## src/rtl/instr_loader_if.sv

```systemverilog
// Bus between the serial instruction source / CPU core and instr_loader.
// master = source/core side, slave = loader side.
interface instr_loader_if;
  logic        ser_in;
  logic        ser_valid;
  logic        ser_start;
  logic        core_ready;
  logic [3:0]  opcode;
  logic [11:0] instr;
  logic        inst_done;
  logic        pending;
  logic        overrun;

  modport master (
    output ser_in,
    output ser_valid,
    output ser_start,
    output core_ready,
    input  opcode,
    input  instr,
    input  inst_done,
    input  pending,
    input  overrun
  );

  modport slave (
    input  ser_in,
    input  ser_valid,
    input  ser_start,
    input  core_ready,
    output opcode,
    output instr,
    output inst_done,
    output pending,
    output overrun
  );
endinterface

```

## src/rtl/instr_loader.sv

```systemverilog
// Serial-to-parallel instruction loader with a one-word holding buffer,
// plus a synchronized, debounced push-button rising-edge detector.
module instr_loader #(
  parameter int DEBOUNCE = 4
) (
  input  logic           clk,
  input  logic           rstn,
  instr_loader_if.slave  bus,
  input  logic           btn_raw,
  output logic           btn_edge
);

  localparam int DCW = (DEBOUNCE > 1) ? $clog2(DEBOUNCE) : 1;
  localparam logic [DCW-1:0] DLAST = DCW'(DEBOUNCE - 1);

  typedef enum logic [1:0] {
    EMPTY = 2'd0,
    PEND  = 2'd1,
    ISSUE = 2'd2
  } state_t;

  // ---------------- serial assembly ----------------
  logic [15:0] sr_reg;
  logic [3:0]  cnt_reg;
  logic        bit_take;
  logic        word_done;
  logic [15:0] word;

  // ser_start masks ser_valid, so a restart on the 16th bit never completes a word
  assign bit_take  = bus.ser_valid && !bus.ser_start;
  assign word_done = bit_take && (cnt_reg == 4'd15);
  assign word      = {sr_reg[14:0], bus.ser_in};

  always_ff @(posedge clk or negedge rstn) begin
    if (!rstn) begin
      sr_reg  <= 16'h0000;
      cnt_reg <= 4'd0;
    end else if (bus.ser_start) begin
      sr_reg  <= 16'h0000;
      cnt_reg <= 4'd0;
    end else if (bus.ser_valid) begin
      sr_reg  <= word;
      cnt_reg <= cnt_reg + 4'd1;
    end
  end

  // ---------------- holding buffer FSM ----------------
  state_t      state_reg, state_next;
  logic [15:0] hold_reg, hold_next;
  logic [15:0] out_reg, out_next;
  logic        inst_done_reg, inst_done_next;
  logic        overrun_reg, overrun_next;

  always_ff @(posedge clk or negedge rstn) begin
    if (!rstn) begin
      state_reg     <= EMPTY;
      hold_reg      <= 16'h0000;
      out_reg       <= 16'h0000;
      inst_done_reg <= 1'b0;
      overrun_reg   <= 1'b0;
    end else begin
      state_reg     <= state_next;
      hold_reg      <= hold_next;
      out_reg       <= out_next;
      inst_done_reg <= inst_done_next;
      overrun_reg   <= overrun_next;
    end
  end

  always_comb begin
    state_next     = state_reg;
    hold_next      = hold_reg;
    out_next       = out_reg;
    inst_done_next = 1'b0;
    overrun_next   = overrun_reg;
    case (state_reg)
      EMPTY: begin
        if (word_done) begin
          hold_next  = word;
          state_next = PEND;
        end
      end
      PEND: begin
        // buffer is full: a freshly completed word has nowhere to go
        if (word_done) begin
          overrun_next = 1'b1;
        end
        if (bus.core_ready) begin
          out_next       = hold_reg;
          inst_done_next = 1'b1;
          state_next     = ISSUE;
        end
      end
      ISSUE: begin
        if (word_done) begin
          hold_next  = word;
          state_next = PEND;
        end else begin
          state_next = EMPTY;
        end
      end
      default: begin
        state_next = EMPTY;
      end
    endcase
  end

  assign bus.opcode    = out_reg[15:12];
  assign bus.instr     = out_reg[11:0];
  assign bus.inst_done = inst_done_reg;
  assign bus.pending   = (state_reg == PEND);
  assign bus.overrun   = overrun_reg;

  // ---------------- button path ----------------
  logic [1:0]     sync_reg;
  logic           btn_s;
  logic           deb_reg;
  logic [DCW-1:0] dcnt_reg;
  logic           btn_edge_reg;

  always_ff @(posedge clk or negedge rstn) begin
    if (!rstn) begin
      sync_reg <= 2'b00;
    end else begin
      sync_reg <= {sync_reg[0], btn_raw};
    end
  end

  assign btn_s = sync_reg[1];

  // a new level must survive DEBOUNCE consecutive cycles before deb follows it
  always_ff @(posedge clk or negedge rstn) begin
    if (!rstn) begin
      deb_reg      <= 1'b0;
      dcnt_reg     <= '0;
      btn_edge_reg <= 1'b0;
    end else begin
      btn_edge_reg <= 1'b0;
      if (btn_s != deb_reg) begin
        if (dcnt_reg == DLAST) begin
          deb_reg      <= btn_s;
          dcnt_reg     <= '0;
          btn_edge_reg <= btn_s;
        end else begin
          dcnt_reg <= dcnt_reg + DCW'(1);
        end
      end else begin
        dcnt_reg <= '0;
      end
    end
  end

  assign btn_edge = btn_edge_reg;

endmodule

```

## src/flat_wrapper.sv

```systemverilog
// flat-port wrapper written by rule: the top's interface ports become plain ports
module instr_loader_flat 
#(
  parameter int DEBOUNCE = 4
)
  (clk, rstn, btn_raw, btn_edge, bus_ser_in, bus_ser_valid, bus_ser_start, bus_core_ready, bus_opcode, bus_instr, bus_inst_done, bus_pending, bus_overrun);
  instr_loader_if bus_i ();
  input  logic clk;
  input  logic rstn;
  input  logic btn_raw;
  output logic btn_edge;
  input wire logic [$bits(bus_i.ser_in)-1:0] bus_ser_in;
  input wire logic [$bits(bus_i.ser_valid)-1:0] bus_ser_valid;
  input wire logic [$bits(bus_i.ser_start)-1:0] bus_ser_start;
  input wire logic [$bits(bus_i.core_ready)-1:0] bus_core_ready;
  output wire logic [$bits(bus_i.opcode)-1:0] bus_opcode;
  output wire logic [$bits(bus_i.instr)-1:0] bus_instr;
  output wire logic [$bits(bus_i.inst_done)-1:0] bus_inst_done;
  output wire logic [$bits(bus_i.pending)-1:0] bus_pending;
  output wire logic [$bits(bus_i.overrun)-1:0] bus_overrun;
  assign bus_i.ser_in = bus_ser_in;
  assign bus_i.ser_valid = bus_ser_valid;
  assign bus_i.ser_start = bus_ser_start;
  assign bus_i.core_ready = bus_core_ready;
  assign bus_opcode = bus_i.opcode;
  assign bus_instr = bus_i.instr;
  assign bus_inst_done = bus_i.inst_done;
  assign bus_pending = bus_i.pending;
  assign bus_overrun = bus_i.overrun;
  instr_loader #(.DEBOUNCE(DEBOUNCE)) u_core (.clk(clk), .rstn(rstn), .bus(bus_i), .btn_raw(btn_raw), .btn_edge(btn_edge));
endmodule
```

## config.mk

```make
export PLATFORM = sky130hd
export DESIGN_NAME = instr_loader_flat
export DESIGN_NICKNAME = d
export VERILOG_FILES = /design/src/rtl/instr_loader_if.sv /design/src/rtl/instr_loader.sv /design/src/flat_wrapper.sv
export SDC_FILE = /design/constraint.sdc
export NUM_CORES = 1
export LEC_CHECK = 0
export CAP_MARGIN = 20
export CORE_MARGIN = 2
export CORE_UTILIZATION = 51
export DETAILED_ROUTE_END_ITERATION = 8
export PLACE_DENSITY = 0.82
export SLEW_MARGIN = 25
export SYNTH_ARGS = -nofsm -noshare
export SYNTH_HDL_FRONTEND = slang
export SYNTH_SLANG_ARGS = --single-unit
```

## constraint.sdc

```tcl
create_clock -name clk -period 2 [get_ports clk]
set_input_delay 0.6 -clock clk [delete_from_list [all_inputs] [get_ports clk]]
set_output_delay 0.6 -clock clk [all_outputs]
set_load 0.05 [all_outputs]
```

# Yosys cells after proc, flatten, opt, wreduce, memory -nomap -nowiden

Cells that the tools add are included.

Register bits: 61
Input port bits: 7
Output and inout port bits: 20
Word-level logic and storage cells: 45

$add $sub $neg: 2
Equal/unequal tests: 7
Muxes and demuxes: 14
Reduce and logical (&&, ||, !) cells: 11

Operators by type and width:

| cell                | count |
|---|---|
| $mux 15             | 2 |
| $reduce_and 2->1    | 5 |
| $mux 2              | 4 |
| $mux 4              | 2 |
| $pmux 2 s3          | 1 |
| $mux 1              | 5 |
| $add 4x1->4 const B | 1 |
| $eq 2x2->1 const B  | 2 |
| $eq 4x4->1 const B  | 1 |
| $add 2x1->2 const B | 1 |
| $eq 2x1->1 const B  | 1 |
| $logic_and 1x1->1   | 2 |
| $logic_not 2->1     | 1 |
| $ne 2x1->1 const B  | 1 |
| $ne 2x2->1 const B  | 1 |
| $reduce_bool 2->1   | 1 |
| $reduce_or 2->1     | 1 |
| $logic_not 1->1     | 1 |
| $ne 1x1->1          | 1 |

# Longest topological paths before layout

Depth after elaboration: 5
Mapped depth: 5
Gate-level depth less buffers: 4

# Least setup slack after synthesis

No wires, ideal clock.

Kind: flip-flop to flip-flop
From: register u_core.state_reg[0]
To: register u_core.out_reg[10]
Arrival: 2,115 ps
Required time: 1,875 ps
Slack: -240 ps
Cell stages (with the launch flop): 6
Path buffers: 1
Cells stage by stage: dfrtp_1 -> nor2b_1 -> nand2_1 -> clkinv_1 -> buf_2 -> mux2_2

Longest elaborated chain between the ends: 2

Ends and longest elaborated chain:

| element                    | RTL line           | source |
|---|---|---|
| start, declared            | instr_loader.sv:48 | `state_t state_reg, state_next;` |
| start signal, assigned     | instr_loader.sv:62 | `state_reg <= state_next;` |
| $eq 2x1->1                 | --                 |  |
| via bus_pending            | flat_wrapper.sv:19 | `output wire logic [$bits(bus_i.pending)-1:0] bus_pending;` |
| $reduce_and 2->1 (no line) | --                 |  |
| end signal, assigned       | instr_loader.sv:64 | `out_reg <= out_next;` |
| end, declared              | instr_loader.sv:50 | `logic [15:0] out_reg, out_next;` |

The timed path passes the listed nets, and every way through them passes these cells.
A chain may end at the register's enable or synchronous reset.

# Final worst setup path

From: input port bus_ser_valid
To: register u_core.hold_reg[7]

Longest elaborated chain between the ends: 3

Ends and longest elaborated chain:

| element                    | RTL line           | source |
|---|---|---|
| start, declared            | flat_wrapper.sv:13 | `input wire logic [$bits(bus_i.ser_valid)-1:0] bus_ser_valid;` |
| $logic_and 1x1->1          | instr_loader.sv:30 | `assign bit_take = bus.ser_valid && !bus.ser_start;` |
| $logic_and 1x1->1          | instr_loader.sv:31 | `assign word_done = bit_take && (cnt_reg == 4'd15);` |
| $reduce_and 2->1 (no line) | --                 |  |
| end signal, assigned       | instr_loader.sv:63 | `hold_reg <= hold_next;` |
| end, declared              | instr_loader.sv:49 | `logic [15:0] hold_reg, hold_next;` |

No other way between the ends.

==> flow_summary.json <==
{
  "track_usage_pct": 17.0,
  "start_util_pct": 53.4,
  "ys_top_cells_by_area": "dfrtp_1 65%, mux2_2 11%, mux2i_1 6.8%",
  "synthTopCellsByCount": "61 x dfrtp_1, 24 x mux2_2, 19 x nor2_1, 16 x mux2i_1, 9 x mux2_4",
  "rows": 24,
  "synth_fa_ha_area_share_pct": 1.06,
  "grt_busiest_layer": "met2",
  "cts_buffers": 9,
  "clk_latency_ns": 0.33,
  "vias_per_cell": 5.20,
  "synthXorXnorAreaFrac_pct": 1.49,
  "ys_async_sr_fraction_pct": 100,
  "nNetsFinal": 203,
  "vias": 1305,
  "crit_cells": 4,
  "gp_congestion": 0.714,
  "crit_start": "bus_ser_valid",
  "crit_buf_inv": 1,
  "syn_area_mm2": 0.00236,
  "status": "finished, final reports clean",
  "cp-end-kind": "register",
  "cts.path.max_buffers": 2,
  "drive_gt1_share_pct": 40.2,
  "place_ws_ns": -0.413,
  "cts_root_buffer": "clkbuf_8",
  "relSlewSlack_pct": 79.4,
  "clk_pin_slew_worst_paths_ns": 0.07,
  "p_leak_nw": 1.54,
  "clock-sinks": 61,
  "area_growth_pct": 22.9,
  "cap_viol_max_count": 0,
  "slowest_stage": "or4b_4",
  "cts_hold_buf": 0,
  "synth_mux_area_share_pct": 24.0,
  "syn_area_per_cell_um2": 15.0,
  "yosys_most_used_dff": "dfrtp_1",
  "grt_pass1_vias": 1392,
  "dp.cells": 234,
  "place_area_mm2": 0.00267,
  "start_kind": "input pin",
  "cts_resized": 2,
  "p_per_area_mw_per_mm2": 884,
  "netlist_instances": 157,
  "synth_top_family_by_area": "multiplexers",
  "slew_violations": 0,
  "finalInstanceArea_mm2": 0.00290,
  "hold_violations": 0,
  "yosys.area_share.simple_pct": 5.84,
  "pin_count": 27,
  "insertedDiodeCount": 0,
  "fin_ws_ns": 0.0324,
  "port_buffers": 26,
  "hp-class": "in -> async",
  "finalWirelength_um": 3840,
  "path_cells": "clkdlybuf4s50_1, nand3_2, or4b_4, mux2_4",
  "yosysMostFrequentCell": "dfrtp_1",
  "use_met2_pct": 27.3,
  "worst_slew_pin_slew_ns": 0.309,
  "die_w_um": 72.0,
  "drc": 0,
  "grtUsageMet3_pct": 5.97,
  "ir_drop_mv": 0.546,
  "cp.required_ns": 2.21,
  "grt_max_degree": 62,
  "drt-initial-drc-count": 89,
  "reg2reg_depth": 3,
  "synth_compound_area_share_pct": 0.531,
  "rsz0062_at_grt": "false",
  "synth_edf_count": 0,
  "timing.final.crit_share_pct": 98.4,
  "post_cts_buffers": 0,
  "synth_warnings": 0,
  "synth_top_area_share_pct": 64.7,
  "path_class": "in -> reg",
  "dp_hpwl_um": 2420,
  "core_area_mm2": 0.00441,
  "grt_overflow": 0,
  "finalClockSkew_ns": 0.00655,
  "synth-seq-cells": 61,
  "cts_max_level": 3,
  "cp_max_fo": 9,
  "die_y_um": 72.0,
  "syn_nets": 166,
  "stdcell_count": 251,
  "grt_antenna_before_repair": 0,
  "dieArea_mm2": 0.00518,
  "seq_area_frac_synth_pct": 64.7,
  "cp_top_family": "simple AND/OR/NAND/NOR gates",
  "worstReg2RegEnd": "u_core.hold_reg[7]",
  "post-route-min-period_ns": 1.97,
  "r2r_start": "u_core.cnt_reg[0]",
  "synthDistinctLibCells": 23,
  "cts_tree": "built",
  "grt_pass1_wl_um": 6560,
  "drt-pass1-iter-count": 4,
  "wl_per_cell_um": 15.3,
  "num-fill-cells": 313,
  "setup_viol": 0,
  "cp-endpoint": "u_core.hold_reg[7]",
  "timing.fmax_mhz": 508,
  "critPathMaxStageDelay_ns": 0.62,
  "synth_top_area_cell": "dfrtp_1",
  "met1_usage_pct": 21.0,
  "ant_nets": 0,
  "rrSetupSlack_ns": 0.35,
  "worstPathArrival_ns": 2.18
}
[metrics by stage]
step	utilization [%]	hold slack, ns	setup TNS (ns)	power [mW]
6_report	65.6	0.267	0	2.56
4_1_cts	65.6	0.266	0	2.59
3_3_place_gp	60.5	0.342	-5.17	1.45
5_1_grt	65.6	0.292	0	2.66
2_1_floorplan	-	0.304	0	1.39
3_5_place_dp	60.5	0.339	-6.57	1.47
[report_power, final]
part	total, mW	leakage (nW)	switching [mW]	internal (mW)
registers	1.29	0.841	0.0241	1.27
logic	0.144	0.586	0.0772	0.0663
clock network	1.12	0.112	0.452	0.671
total	2.56	1.54	0.554	2.01
[final cells by class]
| type | instances | area, um^2 | share of cell area, % |
|---|---|---|---|
| repair buffers | 32 | 288 | 9.93 |
| inverters | 3 | 11.3 | 0.389 |
| multi-input cells | 87 | 797 | 27.5 |
| flip-flops and latches | 61 | 1530 | 52.7 |
| clock buffers | 12 | 165 | 5.70 |
| clock inverters | 4 | 45.0 | 1.55 |
| well taps | 52 | 65.1 | 2.25 |
[cells in the final DEF (no fill, tap or decap), types with 2 or more instances in the layout]
cell / synthesis / layout
dfrtp_1: 61 / 61
mux2_2: 24 / 24
buf_4: 0 / 23
nor2_1: 19 / 19
mux2i_1: 16 / 16
clkbuf_8: 0 / 12
mux2_4: 9 / 9
clkdlybuf4s50_1: 0 / 5
clkinv_2: 0 / 3
buf_12: 0 / 3
xnor2_1: 2 / 2
nand2_1: 2 / 2
xor2_1: 2 / 2
or4b_4: 1 / 2
inv_1: 2 / 2
ha_1: 2 / 2
[logic make-up (layout without fill, tap and decap cells)]
group | after synthesis | count (layout)
and+or+nand+nor | 29 | 30
DFF | 61 | 61
xor gates and xnor gates | 4 | 4
buffers and inverters | 10 | 51
AOI/OAI and AO/OA | 2 | 2
muxes | 49 | 49
adders and majority gates | 2 | 2
[worst min-delay path by stage]
stage / endpoint
finish: u_core.sync_reg[1]
global route: u_core.sync_reg[1]
CTS: u_core.btn_edge
detailed placement: u_core.sync_reg[1]
global placement: u_core.sync_reg[1]
floorplan: u_core.btn_edge
[worst register-to-register path, stage by stage (launching register included)]
cell and delay [ns]:
dfrtp_1 0.38, ha_1 0.22, or4b_4 0.60, mux2_4 0.34
[layer usage]
layer  routed length (um)  vias up  share of wire, %
li1                     -      614                 -
met1                 1720      661                45
met2                 1930       26                50
met3                  165        4               4.3
met4                   25        0              0.65
met5                    0        -                 0
(Power assumes the default switching activity.)
